--- config.mk ---
export PLATFORM = sky130hd
export DESIGN_NAME = timer_ctrl
export DESIGN_NICKNAME = d
export VERILOG_FILES = /design/src/rtl/timer_ctrl.sv
export SDC_FILE = /design/constraint.sdc
export NUM_CORES = 1
export LEC_CHECK = 0
export BUFFER_PORTS_ARGS = -buffer_cell sky130_fd_sc_hd__buf_2
export CAP_MARGIN = 30
export CORE_UTILIZATION = 51
export CTS_CLUSTER_SIZE = 8
export DETAILED_ROUTE_END_ITERATION = 8
export PLACE_DENSITY = 0.91
export SYNTH_ARGS = -nofsm -noshare
export SYNTH_HDL_FRONTEND = slang
export SYNTH_SLANG_ARGS = --single-unit
--- constraint.sdc ---
create_clock -name clk -period 2.6 [get_ports clk]
set_input_delay 0 -clock clk [delete_from_list [all_inputs] [get_ports clk]]
set_output_delay 0 -clock clk [all_outputs]
set_load 0.1 [all_outputs]
--- src/rtl/timer_ctrl.sv ---
// Sequencing controller for the general-purpose up counter: loads the trigger, gates the enable,
// re-arms after each match and emits tick/done pulses. Optional irq output under TIMER_CTRL_IRQ_EN.
module timer_ctrl #(
  parameter int CW = 16,
  parameter int RW = 8
) (
  input  logic          clk,
  input  logic          rst,
  input  logic          start,
  input  logic          stop,
  input  logic [CW-1:0] period,
  input  logic [RW-1:0] reps,
  output logic          cnt_en,
  output logic [CW-1:0] cnt_trigger,
  input  logic          cnt_pulse,
  output logic          busy,
  output logic          tick,
  output logic          done,
  output logic          err,
  output logic [RW-1:0] ticks_done
`ifdef TIMER_CTRL_IRQ_EN
  ,
  input  logic          irq_clr,
  output logic          irq
`endif
);

  typedef enum logic [1:0] {
    IDLE   = 2'd0,
    RUN    = 2'd1,
    RELOAD = 2'd2
  } state_t;

  state_t        state, state_n;
  logic [CW-1:0] trig_n;
  logic [RW-1:0] reps_q, reps_n;
  logic [RW-1:0] ticks_n, ticks_inc;
  logic          tick_n, done_n, err_n;

  assign ticks_inc = (ticks_done == '1) ? ticks_done : ticks_done + RW'(1);

  // Next-state and next-output logic; every output is registered from these values.
  always_comb begin
    state_n = state;
    trig_n  = cnt_trigger;
    reps_n  = reps_q;
    ticks_n = ticks_done;
    tick_n  = 1'b0;
    done_n  = 1'b0;
    err_n   = 1'b0;
    if (stop) begin
      state_n = IDLE;
    end else begin
      case (state)
        IDLE: begin
          if (start) begin
            if (period != '0) begin
              trig_n  = period;
              reps_n  = reps;
              ticks_n = '0;
              state_n = RUN;
            end else begin
              err_n = 1'b1;
            end
          end
        end
        RUN: begin
          if (cnt_pulse) begin
            tick_n  = 1'b1;
            ticks_n = ticks_inc;
            if (reps_q != '0 && ticks_inc == reps_q) begin
              done_n  = 1'b1;
              state_n = IDLE;
            end else begin
              state_n = RELOAD;
            end
          end
        end
        RELOAD: state_n = RUN;
        default: state_n = IDLE;
      endcase
    end
  end

  always_ff @(posedge clk or posedge rst) begin
    if (rst) begin
      state       <= IDLE;
      cnt_en      <= 1'b0;
      busy        <= 1'b0;
      tick        <= 1'b0;
      done        <= 1'b0;
      err         <= 1'b0;
      cnt_trigger <= '0;
      reps_q      <= '0;
      ticks_done  <= '0;
    end else begin
      state       <= state_n;
      cnt_en      <= (state_n == RUN);
      busy        <= (state_n != IDLE);
      tick        <= tick_n;
      done        <= done_n;
      err         <= err_n;
      cnt_trigger <= trig_n;
      reps_q      <= reps_n;
      ticks_done  <= ticks_n;
    end
  end

`ifdef TIMER_CTRL_IRQ_EN
  // Sticky interrupt: set coincides with the registered done/err pulse and beats a clear.
  always_ff @(posedge clk or posedge rst) begin
    if (rst) begin
      irq <= 1'b0;
    end else if (done_n || err_n) begin
      irq <= 1'b1;
    end else if (irq_clr) begin
      irq <= 1'b0;
    end
  end
`endif

endmodule

# Word-level counts from Yosys, hierarchy flattened
# Cells that the tools add are included.
# Widths: inputs -> output; s select.
[word_totals] register_bits=39 input_bits=29 output_inout_bits=29
[classes] addsub=1 muxes=22 n_bitwise=1 reduce_logical=8 n_eq_ne=8
[ops] operator="$mux 8" count=4
[ops] operator="$pmux 8 s2" count=1
[ops] operator="$reduce_bool 16->1" count=1
[ops] operator="$mux 1" count=11
[ops] operator="$mux 2" count=5
[ops] operator="$add 8x1->8 const B" count=1
[ops] operator="$eq 8x8->1" count=1
[ops] operator="$eq 8x8->1 const B" count=1
[ops] operator="$reduce_bool 8->1" count=1
[ops] operator="$ne 2x2->1 const B" count=3
[ops] operator="$pmux 2 s3" count=1
[ops] operator="$reduce_and 5->1" count=1
[ops] operator="$eq 2x1->1 const B" count=2
[ops] operator="$reduce_and 4->1" count=1
[ops] operator="$reduce_bool 2->1" count=2
[ops] operator="$eq 2x2->1 const B" count=1
[ops] operator="$logic_not 2->1" count=1
[ops] operator="$logic_and 1x1->1" count=1
[ops] operator="$not 1->1" count=1

# Depth between registers and ports, before layout
# Gate-level depths: netlist (run 1).
[depth] word_depth=9 ltp_mapped=8 ltp_nobuf=7

# Least setup slack after synthesis (run 1)
# OpenSTA, ideal clock, no wires.
[synth_timing] path_type="register to register" startpoint="reg ticks_done[0]" endpoint="reg done" setup_ns=0.066 required_time_ns=2.534 slack_ns=-0.274 arrival_ns=2.808 path_stages_with_launch=8 path_cell_list="dfrtp_1 ha_1 clkbuf_1 nand4_1 o211a_1 or4_4 nor4_2 and2_1"
[synth_between] elab_chain_len=8 word_cells_on_any_way=9 classes_between="add/sub: 1; eq/ne: 2; mux: 5; reduce/logical: 1"
[synth_rtl] item="start, declared" line_no="20" text="output logic [RW-1:0] ticks_done"
[synth_rtl] item="start signal, assigned" line_no="105" text="ticks_done <= ticks_n;"
[synth_rtl] item="$add 8x1->8 / $eq 8x8->1 (equally long branches)" line_no="40" text="assign ticks_inc = (ticks_done == '1) ? ticks_done : ticks_done + RW'(1);"
[synth_rtl] item="$mux 8 *" line_no="40"
[synth_rtl] item="$eq 8x8->1 *" line_no="71" text="if (reps_q != '0 && ticks_inc == reps_q) begin"
[synth_rtl] item="$logic_and 1x1->1 *" line_no="71"
[synth_rtl] item="$mux 1 *" line_no="71"
[synth_rtl] item="$mux 1 *" line_no="68" text="if (cnt_pulse) begin"
[synth_rtl] item="$mux 1 *" line_no="54" text="case (state)"
[synth_rtl] item="$mux 1 *" line_no="51" text="if (stop) begin"
[synth_rtl] item="named net done_n" line_no="38" text="logic tick_n, done_n, err_n;"
[synth_rtl] item="end signal, assigned" line_no="101" text="done <= done_n;"
[synth_rtl] item="end, declared" line_no="18" text="output logic done,"
# The timed path passes the listed nets; every way through them passes the cells marked *.
# A chain may end at the register's enable or synchronous reset.

# Worst setup path in the final report (run 1)
# Ends and elaborated chain as after synthesis.

==> results of run 1 <==
## where the power goes
group | internal, mW | total, mW | switching, mW
clock | 0.178 | 0.375 | 0.197
combinational | 0.293 | 1.20 | 0.909
sequential | 0.742 | 0.864 | 0.123
total | 1.21 | 2.44 | 1.23
## worst register-to-register path, cell delays in order, from the launching register on
cell,delay (ps)
dfrtp_2,460
ha_1,350
xnor2_1,230
a21oi_1,150
a311oi_1,380
o221ai_1,210
nor4_2,380
and2_1,180
## stage by stage
step | worst slack [ps] | hold WS [ps]
2_1_floorplan | 14.63 | 150.6
3_3_place_gp | 354.6 | 231.3
3_5_place_dp | 303.8 | 83.30
4_1_cts | 281.4 | 71.79
5_1_grt | 118.6 | 106.0
6_report | 218.3 | 93.11
## how the worst min path moves through the flow
stage	end	slack (ps)	cells after the start
3_3_place_gp	reps_q[4]	230	2
4_1_cts	err	70	4
5_1_grt	err	110	4
2_1_floorplan	cnt_trigger[0]	150	1
6_report	cnt_en	90	3
3_5_place_dp	err	80	2
## final cells by class
| cell class | instances | share of cell area (%) |
|---|---|---|
| timing repair buffer | 90 | 22.50 |
| clock buffer | 5 | 2.557 |
| multi-input combinational | 133 | 35.56 |
| tap | 48 | 2.232 |
| clock inverter | 1 | 0.2789 |
| inverter | 3 | 0.4184 |
| sequential | 39 | 36.45 |
## what timing repair did
| action | CTS | global route |
|---|---|---|
| resized for setup | 0 | 0 |
| hold buffers | 26 | 0 |
| hold endpoints to repair | 38 | 0 |
| setup endpoints to repair | 0 | 0 |
## registers in the layout, indices dropped and copies added (netlist names)
| signal | cells |
|---|---|
| done | 1 |
| cnt_en | 1 |
| state | 2 |
| tick | 1 |
| busy | 1 |
| cnt_trigger | 16 |
| ticks_done | 8 |
| err | 1 |
| reps_q | 8 |
## cell families (layout without fill, tap and decap cells)
group | after synthesis | in the layout | synth area share (%)
simple gates | 66 | 66 | 19.06
flops | 39 | 39 | 48.27
mux | 25 | 25 | 13.86
fa+ha+maj | 1 | 1 | 0.6187
compound gates | 35 | 35 | 11.20
buf+inv | 14 | 99 | 4.393
xor+xnor | 6 | 6 | 2.599
## layer usage
layer	wire length [um]	GRT usage (%)	share of wire (%)
met5	0	0	0
met4	222	15.56	4.0
met3	358	7.218	6.4
met2	2854	51.04	51
met1	2119	33.98	38
## synth_stat cells, types with 3 or more instances
master / count
dfrtp_1: 39
mux2_2: 24
a21oi_1: 12
nand2_1: 11
nor2_1: 9
nand3_1: 6
nor4_1: 6
o21ai_0: 6
nand4_1: 5
buf_6: 4
clkbuf_1: 4
nand2b_1: 4
nor3_1: 4
a211oi_1: 3
a22oi_1: 3
and2_1: 3
and3_1: 3
inv_1: 3
xnor2_1: 3
xor2_1: 3
==> summary.md, run 1 <==
| Metric | Value |
|---|---|
| Peak supply drop | `0.8537 mV` |
| TritonRoute pass-1 iters | `4` |
| Reported max-cap violation count | `0` |
| Endpoints failing hold | `0` |
| HP Class | `in -> reg` |
| Crit path arrival time | `2610 ps` |
| Power per Cell Area | `907.2 mW/mm^2` |
| Top Family by Delay on Critical Path | `compound AO/OA/AOI/OAI gates` |
| DP HPWL | `3397 um` |
| RePlAce Congestion | `0.9754` |
| Fill count | `286` |
| Setup TNS | `0 ps` |
| N_diodes | `0` |
| Final slew viol count | `0` |
| Syn_nets | `216` |
| Slowest cell on crit path | `dfrtp_2` |
| Reg2Reg Setup Slack | `220 ps` |
| Gr ovfl total | `0` |
| Cells after DPL | `287` |
| Leak pwr | `1.222 nW` |
| Share of cells above drive strength 1 | `38.38%` |
| Mean post-synth cell area | `10.87 sq um` |
| Reg2reg end | `done` |
| Clock sinks | `39` |
| # setup viols final | `0` |
| Worst EP required | `2830 ps` |
| Die Y-Extent | `64.97 um` |
| Pin count of the biggest net entering global routing | `25` |
| Clock-pin slew on the worst setup and hold paths | `70 ps` |
| DR vias | `1855` |
| Distinct cell type count after synthesis | `46` |
| Critical Path Source | `ticks_done[0]` |
| Stages on worst setup path | `7` |
| Worst slew pin tran | `558.3 ps` |
| Detailed Route Iter0 Violations | `165` |
| Element type at the critical path end | `flip-flop` |
| HP Start | `cnt_pulse` |
| Number of global-route vias before repair | `1925` |
| CP Class | `reg -> reg` |
| I/O Pins | `58` |
| Initial antenna violation count | `0` |
| Max Fclk | `419.9 MHz` |
| Seq. cell area | `980.9 sq um` |
| CORE AREA | `0.003744 sq mm` |
| PortBufs | `57` |
| Minimum clock period | `2382 ps` |
| CP cell instances | `ha_1, xnor2_1, a21oi_1, a311oi_1, o221ai_1, nor4_2, and2_1` |
| Design area | `0.002691 sq mm` |
| Nets | `302` |
| Routed vias/inst | `5.815` |
| Root buf cell | `clkbuf_8` |
| Top cell type's share of synthesized area | `48.27%` |
| Total routed wirelength | `5554 um` |
| Sequential share of the synthesized area | `48.27%` |
| Global-route usage over all layers | `29.75%` |
| Clk buf depth | `2` |
| Die width | `64.97 um` |
| H-tree depth | `2` |
| Final core utilization | `71.89%` |
| Tot Pwr | `2.441 mW` |
| Post-CTS Setup Repair Bufs | `0` |
| Crit-path max cell delay | `460 ps` |
| Rel. slew slack | `62.74%` |
| ANT nets after route | `0` |
| RSZ-0062 raised after global routing | `no` |
| First-pass GRT wire length | `9301 um` |
| TritonCTS clock tree | `done` |
| CTS Buf Count | `5` |
| Die area | `0.004220 sq mm` |
| Post-synth EDFFs | `0` |
| Final std cells w/o fill | `319` |
| Commonest non-fill, non-tap cell in the layout | `buf_2` |
| Crit path capture | `done` |
| Worst Skew | `4.666 ps` |
| Post-route DRC violation count | `0` |
| Async SR Flop Fraction | `100.0%` |
| Most frequent cells in the layout | `57 x buf_2, 35 x dfrtp_1, 26 x dlygate4sd3_1, 24 x mux2_2, 12 x a21oi_1` |
| Dominant cell type by area after synthesis | `dfrtp_1` |
| Outcome | `completed` |
| Yosys warns | `0` |
| Seq cells post-synth | `39` |
| Worst r2r src | `ticks_done[0]` |
| Area Growth Syn to Fin | `33.11%` |
| Ys flop type | `dfrtp_1` |
| Clock Latency Late Sink | `290 ps` |
| Ranking of synthesized cells by area | `dfrtp_1 48%, mux2_2 13%, a21oi_1 3.0%` |
| Post-Synthesis Cells | `186` |
| Row count | `22` |
| Dpl cell area | `0.002355 sq mm` |
| Crit share post-route | `91.60%` |
| Routed wire per std cell | `17.41 um` |
| Worst Path Max Fanout | `9` |
| Multi-input gate area | `957.2 sq um` |
| Initial core utilization | `54.01%` |
| R2R depth | `7` |
| Mapped cell area | `0.002022 sq mm` |
| Buf/Inv on CP | `0` |
| Critical path startpoint category | `flip-flop` |
No activity file was read; power rests on OpenSTA's default activity.
==> run 2, diff against run 1 <==
--- a/config.mk
+++ b/config.mk
@@ -5,11 +5,13 @@
 export SDC_FILE = /design/constraint.sdc
 export NUM_CORES = 1
 export LEC_CHECK = 0
+export ABC_AREA = 1
 export BUFFER_PORTS_ARGS = -buffer_cell sky130_fd_sc_hd__buf_2
 export CAP_MARGIN = 30
 export CORE_UTILIZATION = 51
 export CTS_CLUSTER_SIZE = 8
 export DETAILED_ROUTE_END_ITERATION = 8
+export HOLD_SLACK_MARGIN = 0.05
 export PLACE_DENSITY = 0.91
 export SYNTH_ARGS = -nofsm -noshare
 export SYNTH_HDL_FRONTEND = slang
==> run 2 against run 1 <==
Compared with the run above:
- clock-buffer cell count up 1
- flip-flop and latch count unchanged
- maximum frequency up 0.16%
- design area up 0.14%
- hold slack better by 94 ps
- non-clock buffer count down 2
==> summary.md, run 2 <==
| Metric | Value |
|---|---|
| Routed wire per std cell | `14.08 um (-19%)` |
| Largest registers | `cnt_trigger x16, reps_q x8, ticks_done x8` |
| Initial core utilization | `53.52% (-0.49 points)` |
| Max Fclk | `420.5 MHz (+0.16%)` |
| Seq cells post-synth | `39 (unchanged)` |
| Clock Latency Late Sink | `290 ps (about the same)` |
| Pin count of the biggest net entering global routing | `40 (+60%)` |
| Element type at the critical path end | `flip-flop` |
| Slowest cell on crit path | `dlygate4sd3_1` |
| Ranking of synthesized cells by area | `dfrtp_1 50%, nand2_1 15%, nand3_1 8.9%` |
| Largest reg by FF count | `cnt_trigger` |
| Mapped cell area | `0.001959 sq mm (-3.1%)` |
| Ys flop type | `dfrtp_1` |
| Async SR Flop Fraction | `100.0% (unchanged)` |
| Nets | `367 (+22%)` |
| Clock sinks | `39 (unchanged)` |
| Gr ovfl total | `0 (unchanged)` |
| Cell mode on critical path | `nand2_1` |
| Top cell type's share of synthesized area | `49.81% (+1.5 points)` |
| Syn_nets | `278 (+29%)` |
| Post-CTS Setup Repair Bufs | `0 (unchanged)` |
| Post-synth EDFFs | `0 (unchanged)` |
| Detailed Route Iter0 Violations | `158 (-4.2%)` |
| Most used routing layer | `met2` |
| Multi-input gate area | `850.8 sq um (-11%)` |
| Synth Area in Compound Gates | `5.492% (-5.7 points)` |
| Worst hold margin | `186.9 ps (+93.82 ps)` |
| Max reg flops | `16 (unchanged)` |
| N_diodes | `0 (unchanged)` |
| Resized Gates After CTS | `0 (unchanged)` |
| DR vias | `2054 (+11%)` |
| I/O Pins | `58 (unchanged)` |
| Sequential share of the synthesized area | `49.81% (+1.5 points)` |
| CORE AREA | `0.003661 sq mm (-2.2%)` |
| Root buf cell | `clkbuf_8` |
| Setup TNS | `0 ps (unchanged)` |
| RePlAce Congestion | `0.8553 (-12%)` |
| Crit-path max cell delay | `530 ps (+70 ps)` |
| Area Growth Syn to Fin | `37.55%` |
| Design area | `0.002695 sq mm (+0.14%)` |
| Worst Skew | `4.111 ps (-0.5548 ps)` |
| Crit share post-route | `91.46% (-0.14 points)` |
| Rel. slew slack | `67.43% (+4.7 points)` |
| Hold Buf Count CTS | `27 (+3.8%)` |
| Final slew viol count | `0 (unchanged)` |
| Clock-pin slew on the worst setup and hold paths | `80 ps (about the same)` |
| Largest family of logic cells by synthesized area | `simple AND/OR/NAND/NOR gates` |
| Met1 Track Usage GR | `33.26% (-0.72 points)` |
| TritonCTS clock tree | `done` |
| Row count | `22 (unchanged)` |
| Most common cell in the netlist | `nand2_1` |
| Peak supply drop | `0.6431 mV (-25%)` |
| Endpoints failing hold | `0 (unchanged)` |
| Multiplexer share of the synthesized area | `0% (-14 points)` |
| Power per Cell Area | `819.1 mW/mm^2 (-9.7%)` |
| Reported max-cap violation count | `0 (unchanged)` |
| Fill count | `255 (-11%)` |
| Most frequent cells in the layout | `78 x nand2_1, 57 x buf_2, 39 x dfrtp_1, 35 x nand3_1, 27 x dlygate4sd3_1` |
| Clk buf depth | `2 (unchanged)` |
| Post-Synthesis Cells | `248 (+33%)` |
| Post-synthesis xor/xnor area fraction | `0.4470% (-2.2 points)` |
| CP Class | `in -> reg` |
| ANT nets after route | `0 (unchanged)` |
| Yosys warns | `0 (unchanged)` |
| Number of global-route vias before repair | `2132 (+11%)` |
| Worst EP required | `2770 ps (-60 ps)` |
| Commonest non-fill, non-tap cell in the layout | `nand2_1` |
| Minimum clock period | `2378 ps (-3.725 ps)` |
| Leak pwr | `1.482 nW (+21%)` |
| HP Class | `in -> reg` |
| Critical path startpoint category | `primary input` |
| Simple-gate portion of the synthesized area | `36.85% (+18 points)` |
| DP HPWL | `3458 um (+1.8%)` |
| Total routed wirelength | `5436 um (-2.1%)` |
| M2 GR Usage | `51.33% (+0.29 points)` |
| Dpl cell area | `0.002307 sq mm (-2.0%)` |
| Share of cells above drive strength 1 | `26.33% (-12 points)` |
| Dominant cell type by area after synthesis | `dfrtp_1` |
| Die width | `63.99 um (-1.5%)` |
| Tot Pwr | `2.207 mW (-9.6%)` |
| First-pass GRT wire length | `9163 um (-1.5%)` |
| Post-route DRC violation count | `0 (unchanged)` |
| # setup viols final | `0 (unchanged)` |
| Initial antenna violation count | `0 (unchanged)` |
| H-tree depth | `2 (unchanged)` |
| Worst Path Max Fanout | `20 (+11)` |
| Worst slew pin tran | `484.1 ps (-74.15 ps)` |
| Mean post-synth cell area | `7.901 sq um (-27%)` |
| Outcome | `completed` |
| Die area | `0.004094 sq mm (-3.0%)` |
| Final core utilization | `73.62% (+1.7 points)` |
| Routed vias/inst | `5.321 (-8.5%)` |
| Adder-Cell Fraction of Synth Area | `0.6386% (+0.020 points)` |
| TritonRoute pass-1 iters | `4 (unchanged)` |
| Global-route usage over all layers | `29.20% (-0.56 points)` |
| PortBufs | `57 (unchanged)` |
| Seq. cell area | `975.9 sq um (-0.51%)` |
| RSZ-0062 raised after global routing | `no` |
| Met3 Use GR | `6.429% (-0.79 points)` |
| CP cell instances | `dlygate4sd3_1, buf_2, nor4_1, nand4_1, buf_4, nand2_1, buf_4, nand2_1, o21ai_0, nand2_1` |
| Synth top cells by count | `78 x nand2_1, 39 x dfrtp_1, 35 x nand3_1, 24 x inv_1, 13 x nor2_1` |
| Die Y-Extent | `63.99 um (-1.5%)` |
| Distinct cell type count after synthesis | `25 (-46%)` |
| Crit path arrival time | `2550 ps (-60 ps)` |
| CTS Buf Count | `5 (unchanged)` |
-- run 2: per-layer routing --
layer / up-vias / routed length (um)
li1: 981 / -
met1: 937 / 2120
met2: 112 / 2697
met3: 24 / 415
met4: 0 / 202
met5: - / 0
-- run 2: through the flow --
stage / worst slack [ps] / instances
after floorplan: 275.2 / 248
after global placement: 816.0 / 351
after detailed placement: 669.8 / 351
after CTS: 402.5 / 386
after global routing: 136.3 / 386
final: 222.1 / 386
-- run 2: worst max-delay path: cells and delay by family --
kind	cells	cell delay [ps]
buffers and inverters	4	1220
AND/OR/NAND/NOR	5	1170
AO/OA/AOI/OAI	1	150
-- run 2: report_power, final --
group / switching (mW) / leakage, nW / internal, mW
registers: 0.0715 / 0.492 / 0.706
clock network: 0.218 / 0.0612 / 0.311
logic: 0.727 / 0.929 / 0.174
-- run 2: logic make-up (layout without fill, tap and decap cells) --
kind of cell               count (synthesis)  in the layout
adders and majority gates                  1              1
buffers and inverters                     34            124
and+or+nand+nor                          153            153
DFF                                       39             39
AOI/OAI and AO/OA                         20             20
xor gates and xnor gates                   1              1
-- run 2: path summary, 6_finish.rpt --
kind	startpoint	end	slack, ps	depth (start not counted)
worst max register to register	ticks_done[0]	busy	760	13
min in group asynchronous	rst	cnt_trigger[0]	380	4
max in group asynchronous	rst	cnt_trigger[10]	1890	4
worst max-delay path	period[10]	busy	220	10
worst min register to register	cnt_trigger[10]	cnt_trigger[10]	480	2
worst min-delay path	cnt_pulse	cnt_en	190	6
-- run 2: area by class of cell --
class	count	area share, %
Clock buffer	6	3.064
Clock inverter	2	1.300
Inverter	28	3.900
Multi-Input combinational cell	175	31.57
Sequential cell	39	36.21
Tap cell	48	2.228
Timing Repair Buffer	88	21.73
==> run 3, diff against run 2 <==
--- a/config.mk
+++ b/config.mk
@@ -8,9 +8,11 @@
 export ABC_AREA = 1
 export BUFFER_PORTS_ARGS = -buffer_cell sky130_fd_sc_hd__buf_2
 export CAP_MARGIN = 30
+export CORE_ASPECT_RATIO = 1.4
 export CORE_UTILIZATION = 51
 export CTS_CLUSTER_SIZE = 8
 export DETAILED_ROUTE_END_ITERATION = 8
+export GPL_ROUTABILITY_DRIVEN = 0
 export HOLD_SLACK_MARGIN = 0.05
 export PLACE_DENSITY = 0.91
 export SYNTH_ARGS = -nofsm -noshare
==> run 3 against run 2 <==
Compared with the run above:
- critical path depth fell by 3
- core utilization shrank 0.50 points
- largest power group unchanged
- register-to-register slack better by 30 ps
- non-clock buffer count stayed put
- worst setup slack better by 270 ps
- critical endpoint is now err
- first-iteration DRC count decreased by 69%
- die area about the same
- highest routed layer unchanged
- sequential power fell by 0.6%
- design area shrank 0.28%
- combinational power hardly changed
==> summary.md, run 3 (synthesized netlist as in run 2, its figures left out) <==
| Metric | Value |
|---|---|
| Pin count of the biggest net entering global routing | `40 (unchanged)` |
| Worst Path Max Fanout | `19 (-5.0%)` |
| # setup viols final | `0 (unchanged)` |
| Outcome | `completed` |
| Crit path arrival time | `2340 ps (-210 ps)` |
| Initial core utilization | `53.30% (-0.22 points)` |
| Number of global-route vias before repair | `1929 (-9.5%)` |
| Post-route DRC violation count | `0 (unchanged)` |
| CP Class | `in -> reg` |
| DR vias | `2031 (-1.1%)` |
| ANT nets after route | `0 (unchanged)` |
| Reg2Reg Setup Slack | `790 ps (+30 ps)` |
| Worst hold margin | `184.9 ps (-2.007 ps)` |
| Element type at the critical path end | `flip-flop` |
| WHS Path Cells | `6 (unchanged)` |
| Share of cells above drive strength 1 | `26.33% (unchanged)` |
| HP Start | `cnt_pulse` |
| HP Class | `in -> reg` |
| Worst slew pin tran | `488.1 ps (+3.942 ps)` |
| DP HPWL | `3442 um (-0.47%)` |
| Peak supply drop | `0.7414 mV (+15%)` |
| Most frequent cells in the layout | `78 x nand2_1, 57 x buf_2, 39 x dfrtp_1, 35 x nand3_1, 27 x dlygate4sd3_1` |
| Crit share post-route | `81.14% (-10 points)` |
| Clock Latency Late Sink | `290 ps (about the same)` |
| RSZ-0062 raised after global routing | `no` |
| CORE AREA | `0.003676 sq mm (+0.41%)` |
| Clock sinks | `39 (unchanged)` |
| Reported max-cap violation count | `0 (unchanged)` |
| Detailed Route Iter0 Violations | `49 (-69%)` |
| Worst EP required | `2830 ps (+60 ps)` |
| Routed wire per std cell | `14.28 um (+1.4%)` |
| Power per Cell Area | `819.4 mW/mm^2 (about the same)` |
| Die Y-Extent | `75.34 um (+18%)` |
| H-tree depth | `2 (unchanged)` |
| I/O Pins | `58 (unchanged)` |
| Max Fclk | `474.0 MHz (+13%)` |
| Worst Skew | `5.137 ps (+1.025 ps)` |
| Hold Path End | `cnt_en` |
| Clk buf depth | `2 (unchanged)` |
| Minimum clock period | `2110 ps (-268.3 ps)` |
| Row count | `26 (+18%)` |
| Global-route usage over all layers | `29.25% (+0.053 points)` |
| Reg2reg end | `busy` |
| Root buf cell | `clkbuf_8` |
| Final slew viol count | `0 (unchanged)` |
| Clock-pin slew on the worst setup and hold paths | `80 ps (about the same)` |
| Fill count | `292 (+15%)` |
| Max reg flops | `16 (unchanged)` |
| Worst r2r src | `ticks_done[0]` |
| CTS Buf Count | `5 (unchanged)` |
| Area Growth Syn to Fin | `37.16%` |
| Largest reg by FF count | `cnt_trigger` |
| Endpoints failing hold | `0 (unchanged)` |
| Setup TNS | `0 ps (unchanged)` |
| TritonCTS clock tree | `done` |
| Gr ovfl total | `0 (unchanged)` |
| R2R depth | `13 (unchanged)` |
| N_diodes | `0 (unchanged)` |
| TritonRoute pass-1 iters | `4 (unchanged)` |
| Die width | `54.39 um (-15%)` |
| Total routed wirelength | `5428 um (-0.15%)` |
| Routed vias/inst | `5.345 (+0.44%)` |
| Critical path startpoint category | `primary input` |
| Nets | `367 (unchanged)` |
| PortBufs | `57 (unchanged)` |
| First-pass GRT wire length | `8473 um (-7.5%)` |
| Initial antenna violation count | `0 (unchanged)` |
| Commonest non-fill, non-tap cell in the layout | `nand2_1` |
| Die area | `0.004097 sq mm (about the same)` |
| Rel. slew slack | `67.46% (about the same)` |
| Leak pwr | `1.482 nW (unchanged)` |
| Largest registers | `cnt_trigger x16, reps_q x8, ticks_done x8` |
run 3: cell counts in the layout (fill, tap and decap cells not counted):
Identical to the previous run, type by type.
run 3: cell type report:
class                      instances  area [sq um]  share of cell area (%)
multi-input combinational        175         850.8                   31.66
clock buffer                       6         82.58                   3.073
tap                               42         52.55                   1.955
inverter                          28         105.1                   3.911
clock inverter                     2         35.03                   1.304
sequential                        39         975.9                   36.31
timing repair buffer              88         585.6                   21.79
run 3: how the worst max path moves through the flow:
stage	start	end	cells after the start	slack [ps]
after floorplan	ticks_done[0]	busy	12	280
after global placement	ticks_done[0]	busy	13	830
after detailed placement	ticks_done[0]	busy	13	810
after CTS	period[1]	err	7	610
after global routing	period[1]	err	7	420
final	period[1]	err	7	490
run 3: through the flow:
step | utilization [%] | setup WS [ps] | std cells | total power, mW | instance area, sq um
detailed placement | 62.56 | 810.1 | 345 | 1.643 | 2300
global route | 73.11 | 415.9 | 380 | 2.291 | 2688
finish | 73.11 | 490.4 | 380 | 2.202 | 2688
global placement | 62.56 | 826.3 | 345 | 1.626 | 2300
floorplan | - | 275.2 | 248 | 1.479 | 1959
CTS | 73.11 | 605.9 | 380 | 2.201 | 2688
run 3: timing repair:
item / in CTS / in global routing
hold buffers: 27 / 0
endpoints found under the hold margin: 64 / 0
setup buffers: 0 / 0
resized for setup: 0 / 0
setup endpoints to repair: 0 / 0
run 3: report_power, final:
group          internal [mW]  total, mW  switching [mW]
logic                  0.174      0.899           0.725
registers              0.706      0.773          0.0668
clock network          0.311      0.530           0.220
total                   1.19       2.20            1.01
run 3: critical path, cell delays in order:
cell and delay (ps):
dlygate4sd3_1 540, buf_2 140, nor4_1 400, nand4_1 200, buf_4 240, nor4_1 220, dlygate4sd3_1 600
run 3: layer usage:
metal	up-vias	wire length, um	global-route usage [%]
met5	-	0	0
met4	0	151	13.11
met3	17	304	7.585
met2	87	2947	52.98
met1	946	2024	30.70
li1	981	-	-
